===== config.mk =====
export PLATFORM = sky130hd
export DESIGN_NAME = warp_scheduler
export DESIGN_NICKNAME = d
export VERILOG_FILES = /design/src/rtl/warp_scheduler.sv
export SDC_FILE = /design/constraint.sdc
export NUM_CORES = 1
export LEC_CHECK = 0
export BUFFER_PORTS_ARGS = -buffer_cell sky130_fd_sc_hd__buf_2
export CORE_UTILIZATION = 28
export CTS_BUF_LIST = sky130_fd_sc_hd__clkbuf_16
export DETAILED_ROUTE_END_ITERATION = 12
export PLACE_DENSITY_LB_ADDON = 0.12
export SYNTH_ARGS = -nofsm -noshare
export SYNTH_HDL_FRONTEND = slang
export SYNTH_SLANG_ARGS = --single-unit
export TNS_END_PERCENT = 10

===== constraint.sdc =====
create_clock -name clk -period 6.5 [get_ports clk]
set_clock_uncertainty 0.05 [all_clocks]
set_input_delay 0.65 -clock clk [delete_from_list [all_inputs] [get_ports clk]]
set_output_delay 0.65 -clock clk [all_outputs]
set_load 0.02 [all_outputs]

===== src/rtl/warp_scheduler.sv =====
// rtl/warp_scheduler.sv - per-core warp scheduler: round-robin issue, retire, memory-wait tracking
// Optional greedy re-issue of the last warp when WARP_SCHED_GREEDY_EN is defined.
module warp_scheduler #(
  parameter int NUM_WARPS             = 4,
  parameter int PROGRAM_MEM_ADDR_BITS = 8,
  parameter int THREADS_PER_BLOCK     = 4
) (
  input  logic                             clk,
  input  logic                             reset,
  input  logic                             start,
  input  logic [NUM_WARPS-1:0]             warp_valid,
  output logic                             issue_valid,
  input  logic                             issue_ready,
  output logic [$clog2(NUM_WARPS)-1:0]     issue_warp,
  output logic [PROGRAM_MEM_ADDR_BITS-1:0] issue_pc,
  output logic [THREADS_PER_BLOCK-1:0]     issue_mask,
  input  logic                             retire_valid,
  input  logic [PROGRAM_MEM_ADDR_BITS-1:0] retire_next_pc,
  input  logic [THREADS_PER_BLOCK-1:0]     retire_mask,
  input  logic                             retire_ret,
  input  logic                             retire_mem_wait,
  input  logic [NUM_WARPS-1:0]             mem_done,
  output logic                             done
);

  localparam int WW = $clog2(NUM_WARPS);

  typedef enum logic [2:0] {S_IDLE, S_SELECT, S_ISSUE, S_EXEC, S_DONE} sched_e;
  typedef enum logic [2:0] {W_INACTIVE, W_READY, W_RUNNING, W_WAITING, W_FINISHED} wstate_e;

  sched_e                           state_q;
  wstate_e                          wstate_q [NUM_WARPS];
  logic [PROGRAM_MEM_ADDR_BITS-1:0] pc_q     [NUM_WARPS];
  logic [THREADS_PER_BLOCK-1:0]     mask_q   [NUM_WARPS];
  logic [WW-1:0]                    last_q;
  logic                             last_valid_q;
  logic                             issue_valid_q;
  logic [WW-1:0]                    issue_warp_q;
  logic [PROGRAM_MEM_ADDR_BITS-1:0] issue_pc_q;
  logic [THREADS_PER_BLOCK-1:0]     issue_mask_q;
  logic                             done_q;

  logic          found;
  logic [WW-1:0] sel;
  logic [WW-1:0] cand;
  logic          any_waiting;

  // Search starts one past the last issued warp; i == NUM_WARPS wraps back to it.
  always_comb begin
    found       = 1'b0;
    sel         = '0;
    cand        = '0;
    any_waiting = 1'b0;
    for (int i = 1; i <= NUM_WARPS; i++) begin
      cand = last_q + WW'(i);
      if (!found && wstate_q[cand] == W_READY) begin
        found = 1'b1;
        sel   = cand;
      end
    end
`ifdef WARP_SCHED_GREEDY_EN
    if (last_valid_q && wstate_q[last_q] == W_READY) begin
      found = 1'b1;
      sel   = last_q;
    end
`endif
    for (int w = 0; w < NUM_WARPS; w++) begin
      if (wstate_q[w] == W_WAITING) any_waiting = 1'b1;
    end
  end

  always_ff @(posedge clk) begin
    if (reset) begin
      state_q       <= S_IDLE;
      for (int w = 0; w < NUM_WARPS; w++) begin
        wstate_q[w] <= W_INACTIVE;
        pc_q[w]     <= '0;
        mask_q[w]   <= '1;
      end
      last_q        <= WW'(NUM_WARPS - 1);
      last_valid_q  <= 1'b0;
      issue_valid_q <= 1'b0;
      issue_warp_q  <= '0;
      issue_pc_q    <= '0;
      issue_mask_q  <= '1;
      done_q        <= 1'b0;
    end else begin
      // Memory completions only wake warps already waiting; later writes below override.
      for (int w = 0; w < NUM_WARPS; w++) begin
        if (mem_done[w] && wstate_q[w] == W_WAITING) wstate_q[w] <= W_READY;
      end
      case (state_q)
        S_IDLE, S_DONE: begin
          if (start) begin
            for (int w = 0; w < NUM_WARPS; w++) begin
              wstate_q[w] <= warp_valid[w] ? W_READY : W_INACTIVE;
              pc_q[w]     <= '0;
              mask_q[w]   <= '1;
            end
            last_q       <= WW'(NUM_WARPS - 1);
            last_valid_q <= 1'b0;
            done_q       <= 1'b0;
            state_q      <= S_SELECT;
          end
        end
        S_SELECT: begin
          if (found) begin
            issue_warp_q  <= sel;
            issue_pc_q    <= pc_q[sel];
            issue_mask_q  <= mask_q[sel];
            issue_valid_q <= 1'b1;
            state_q       <= S_ISSUE;
          end else if (!any_waiting) begin
            done_q  <= 1'b1;
            state_q <= S_DONE;
          end
        end
        S_ISSUE: begin
          if (issue_ready) begin
            wstate_q[issue_warp_q] <= W_RUNNING;
            last_q                 <= issue_warp_q;
            last_valid_q           <= 1'b1;
            issue_valid_q          <= 1'b0;
            state_q                <= S_EXEC;
          end
        end
        S_EXEC: begin
          if (retire_valid) begin
            pc_q[issue_warp_q]   <= retire_next_pc;
            mask_q[issue_warp_q] <= retire_mask;
            if (retire_ret || retire_mask == '0) wstate_q[issue_warp_q] <= W_FINISHED;
            else if (retire_mem_wait)            wstate_q[issue_warp_q] <= W_WAITING;
            else                                 wstate_q[issue_warp_q] <= W_READY;
            state_q <= S_SELECT;
          end
        end
        default: state_q <= S_IDLE;
      endcase
    end
  end

  assign issue_valid = issue_valid_q;
  assign issue_warp  = issue_warp_q;
  assign issue_pc    = issue_pc_q;
  assign issue_mask  = issue_mask_q;
  assign done        = done_q;

endmodule


==> flow_summary.json <==
{
  "antenna_found_initial": 0,
  "fin_crit_ps": 3760,
  "die_area_mm2": 0.0146,
  "dp.cells": 539,
  "synth.avg_cell_area_um2": 11.8,
  "yosysTopAreaCell": "edfxtp_1",
  "antennaDiodeCount": 0,
  "min_path_type": "flip-flop to flip-flop",
  "p_leak_nw": 1.66,
  "synth_flop_cell": "edfxtp_1",
  "cap_violations": 0,
  "ys_ff_latch": 83,
  "syn_to_final_growth_pct": 16.5,
  "path_class": "flip-flop to flip-flop",
  "die_y_um": 121,
  "place_area_mm2": 0.00432,
  "most-common-layout-cells": "60 x edfxtp_1, 42 x buf_2, 34 x and2_1, 23 x nor2_1, 23 x dfxtp_1",
  "wl_met3_um": 496,
  "io_pins": 43,
  "grt-ovfl-total": 0,
  "yosys_warnings": 0,
  "cts_tree": "done",
  "worstPathArrival_ps": 3700,
  "grt_pass1_vias": 2726,
  "drive_gt1_share_pct": 19.5,
  "io_buffers": 42,
  "fillers": 1391,
  "wl_per_cell_um": 19.0,
  "power_density_mw_per_mm2": 358,
  "root_buffer": "clkbuf_16",
  "drcViolationCount": 0,
  "crit_family": "simple AND/OR/NAND/NOR gates",
  "synth_cell_types": 50,
  "cts-hold-fix-buffers": 0,
  "rsz0062_at_grt": "false",
  "rows": 43,
  "endpoint_kind": "flip-flop",
  "yosys.area.top_type_share_pct": 45.5,
  "cts_num_sinks": 83,
  "dp_slack_ps": 2460,
  "final_common_cell": "edfxtp_1",
  "place.gp.congestion": 0.723,
  "first_pass_iters": 4,
  "setup_viol": 0,
  "drtIter0Drc": 140,
  "ant_nets": 0,
  "ys_async_sr_fraction_pct": 0,
  "crit_path_start_kind": "flip-flop",
  "tightest_slew_ps": 1220,
  "fin_tns_setup_ps": 0,
  "synth_enable_flop_cells": 60,
  "r2r_cells": 5,
  "crit_buf_inv": 0,
  "final_nets": 397,
  "post_cts_resize_count": 0,
  "syn_inst": 335,
  "setup_ws_ps": 2740,
  "wirelength_mm": 10.5,
  "fin_cells": 555,
  "cts_htree_levels": 3,
  "core-area_mm2": 0.0138,
  "critPathMaxStageDelay_ps": 1170,
  "grt_pass1_wl_mm": 16.1,
  "ys_top_cells_by_area": "edfxtp_1 46%, dfxtp_1 12%, and2_1 5.4%",
  "grt_max_degree": 30,
  "fin_total_pwr_mw": 1.65,
  "cts.clk_slew.worst_paths_ps": 60,
  "cts_buffers": 9,
  "synthesis.area_mm2": 0.00396,
  "track_usage_pct": 15.4,
  "hold_violations": 0,
  "path_common_cell": "nand2b_1",
  "critPathMaxFanout": 24,
  "dp_hpwl_mm": 7.55,
  "vias": 2792,
  "design_area_mm2": 0.00461,
  "cp.required_ps": 6440,
  "post-route-period-util_pct": 57.8,
  "routed_via_density": 5.03,
  "slew_viol_final": 0,
  "syn-num-nets": 362,
  "seq_area_frac_synth_pct": 57.1,
  "hold_path_depth": 1,
  "relSlewSlack_pct": 17.8,
  "initial_core_util_pct": 28.6,
  "chipWidth_um": 121,
  "crit_cells": 5,
  "clock_latency_ps": 350,
  "met1_length_mm": 5.26,
  "clock_path_buffers": 2,
  "max_freq_mhz": 266,
  "status": "complete, no violations",
  "highest_layer": "met4",
  "met2WireLength_mm": 4.56,
  "cp_slowest_cell": "nor3_1",
  "post-cts-setup-buffers": 0,
  "ir_drop_uv": 131,
  "crit_chain": "nand2b_1 -> nor2_1 -> nand3_1 -> nor3_1 -> nand2b_1"
}
==> worst paths after layout <==
check / startpoint / end / slack, ps
worst max register to register: state_q[1] / pc_q[0][5] / 2740
worst min register to register: done / done / 430
worst max-delay path: state_q[1] / pc_q[0][5] / 2740
worst min-delay path: done / done / 430
==> power by group <==
part           total, mW  internal (mW)  switching (mW)
clock network      0.512          0.297           0.215
registers          0.733          0.660          0.0732
logic              0.407          0.150           0.257
==> through the flow <==
step | hold slack [ps] | util, %
finish | 426 | 33.4
global route | 467 | 33.4
CTS | 434 | 33.4
global placement | 414 | 31.2
detailed placement | 424 | 31.2
floorplan | 458 | -
==> cell families (layout without fill, tap and decap cells) <==
| group | Yosys count | count (layout) | synth area share, % |
|---|---|---|---|
| mux | 21 | 21 | 5.63 |
| simple gates | 142 | 142 | 21.6 |
| compound gates | 68 | 68 | 13.2 |
| flops | 83 | 83 | 57.1 |
| buf+inv | 21 | 61 | 2.43 |
==> worst reg2reg max path, stage by stage, from the launching register on <==
cell      delay, ps
dfxtp_1         550
nand2b_1        210
nor2_1          210
nand3_1         630
nor3_1         1170
nand2b_1        580
==> cells in the mapped netlist (2+ instances only) <==
| cell type | count |
|---|---|
| edfxtp_1 | 60 |
| and2_1 | 34 |
| dfxtp_1 | 23 |
| nor2_1 | 23 |
| mux2i_1 | 20 |
| or3_1 | 15 |
| a21oi_1 | 14 |
| a2111oi_0 | 12 |
| clkbuf_1 | 12 |
| nand2_1 | 10 |
| nand2b_1 | 9 |
| nand3b_1 | 8 |
| nor3_1 | 8 |
| nor3b_1 | 7 |
| o21ai_0 | 7 |
| o221ai_1 | 7 |
| a21boi_0 | 5 |
| buf_2 | 5 |
| nand4_1 | 5 |
| o211ai_1 | 5 |
| nand3_1 | 4 |
| or2_2 | 3 |
| or3b_2 | 3 |
| inv_1 | 2 |
| nand4b_1 | 2 |
| nor2b_1 | 2 |
| nor4_1 | 2 |
| o21bai_1 | 2 |
| o22a_1 | 2 |
| o31ai_1 | 2 |
| or3b_1 | 2 |
| or4bb_1 | 2 |
==> area by class of cell <==
| class | instances | area (um^2) | area share, % |
|---|---|---|---|
| multi-input cells | 231 | 1610 | 34.8 |
| repair buffers | 43 | 218 | 4.72 |
| clock buffers | 9 | 225 | 4.88 |
| inverters | 2 | 7.51 | 0.163 |
| clock inverters | 7 | 68.8 | 1.49 |
| well taps | 180 | 225 | 4.88 |
| flip-flops and latches | 83 | 2260 | 49.0 |
==> sequential cells by signal (all words and copies together) (netlist names), 2 cells and up, named ones only <==
| signal | flops |
|---|---|
| wstate_q | 12 |
| state_q | 3 |
| issue_pc | 8 |
| mask_q | 16 |
| pc_q | 32 |
| issue_mask | 4 |
| last_q | 2 |
| issue_warp | 2 |
==> layer usage <==
| layer | global-route usage (%) | vias up |
|---|---|---|
| met3 | 3.10 | 11 |
| met2 | 22.3 | 54 |
| met5 | 0 | - |
| met4 | 7.18 | 0 |
| met1 | 22.0 | 1368 |
| li1 | - | 1359 |
No activity file was read; power rests on OpenSTA's default activity.
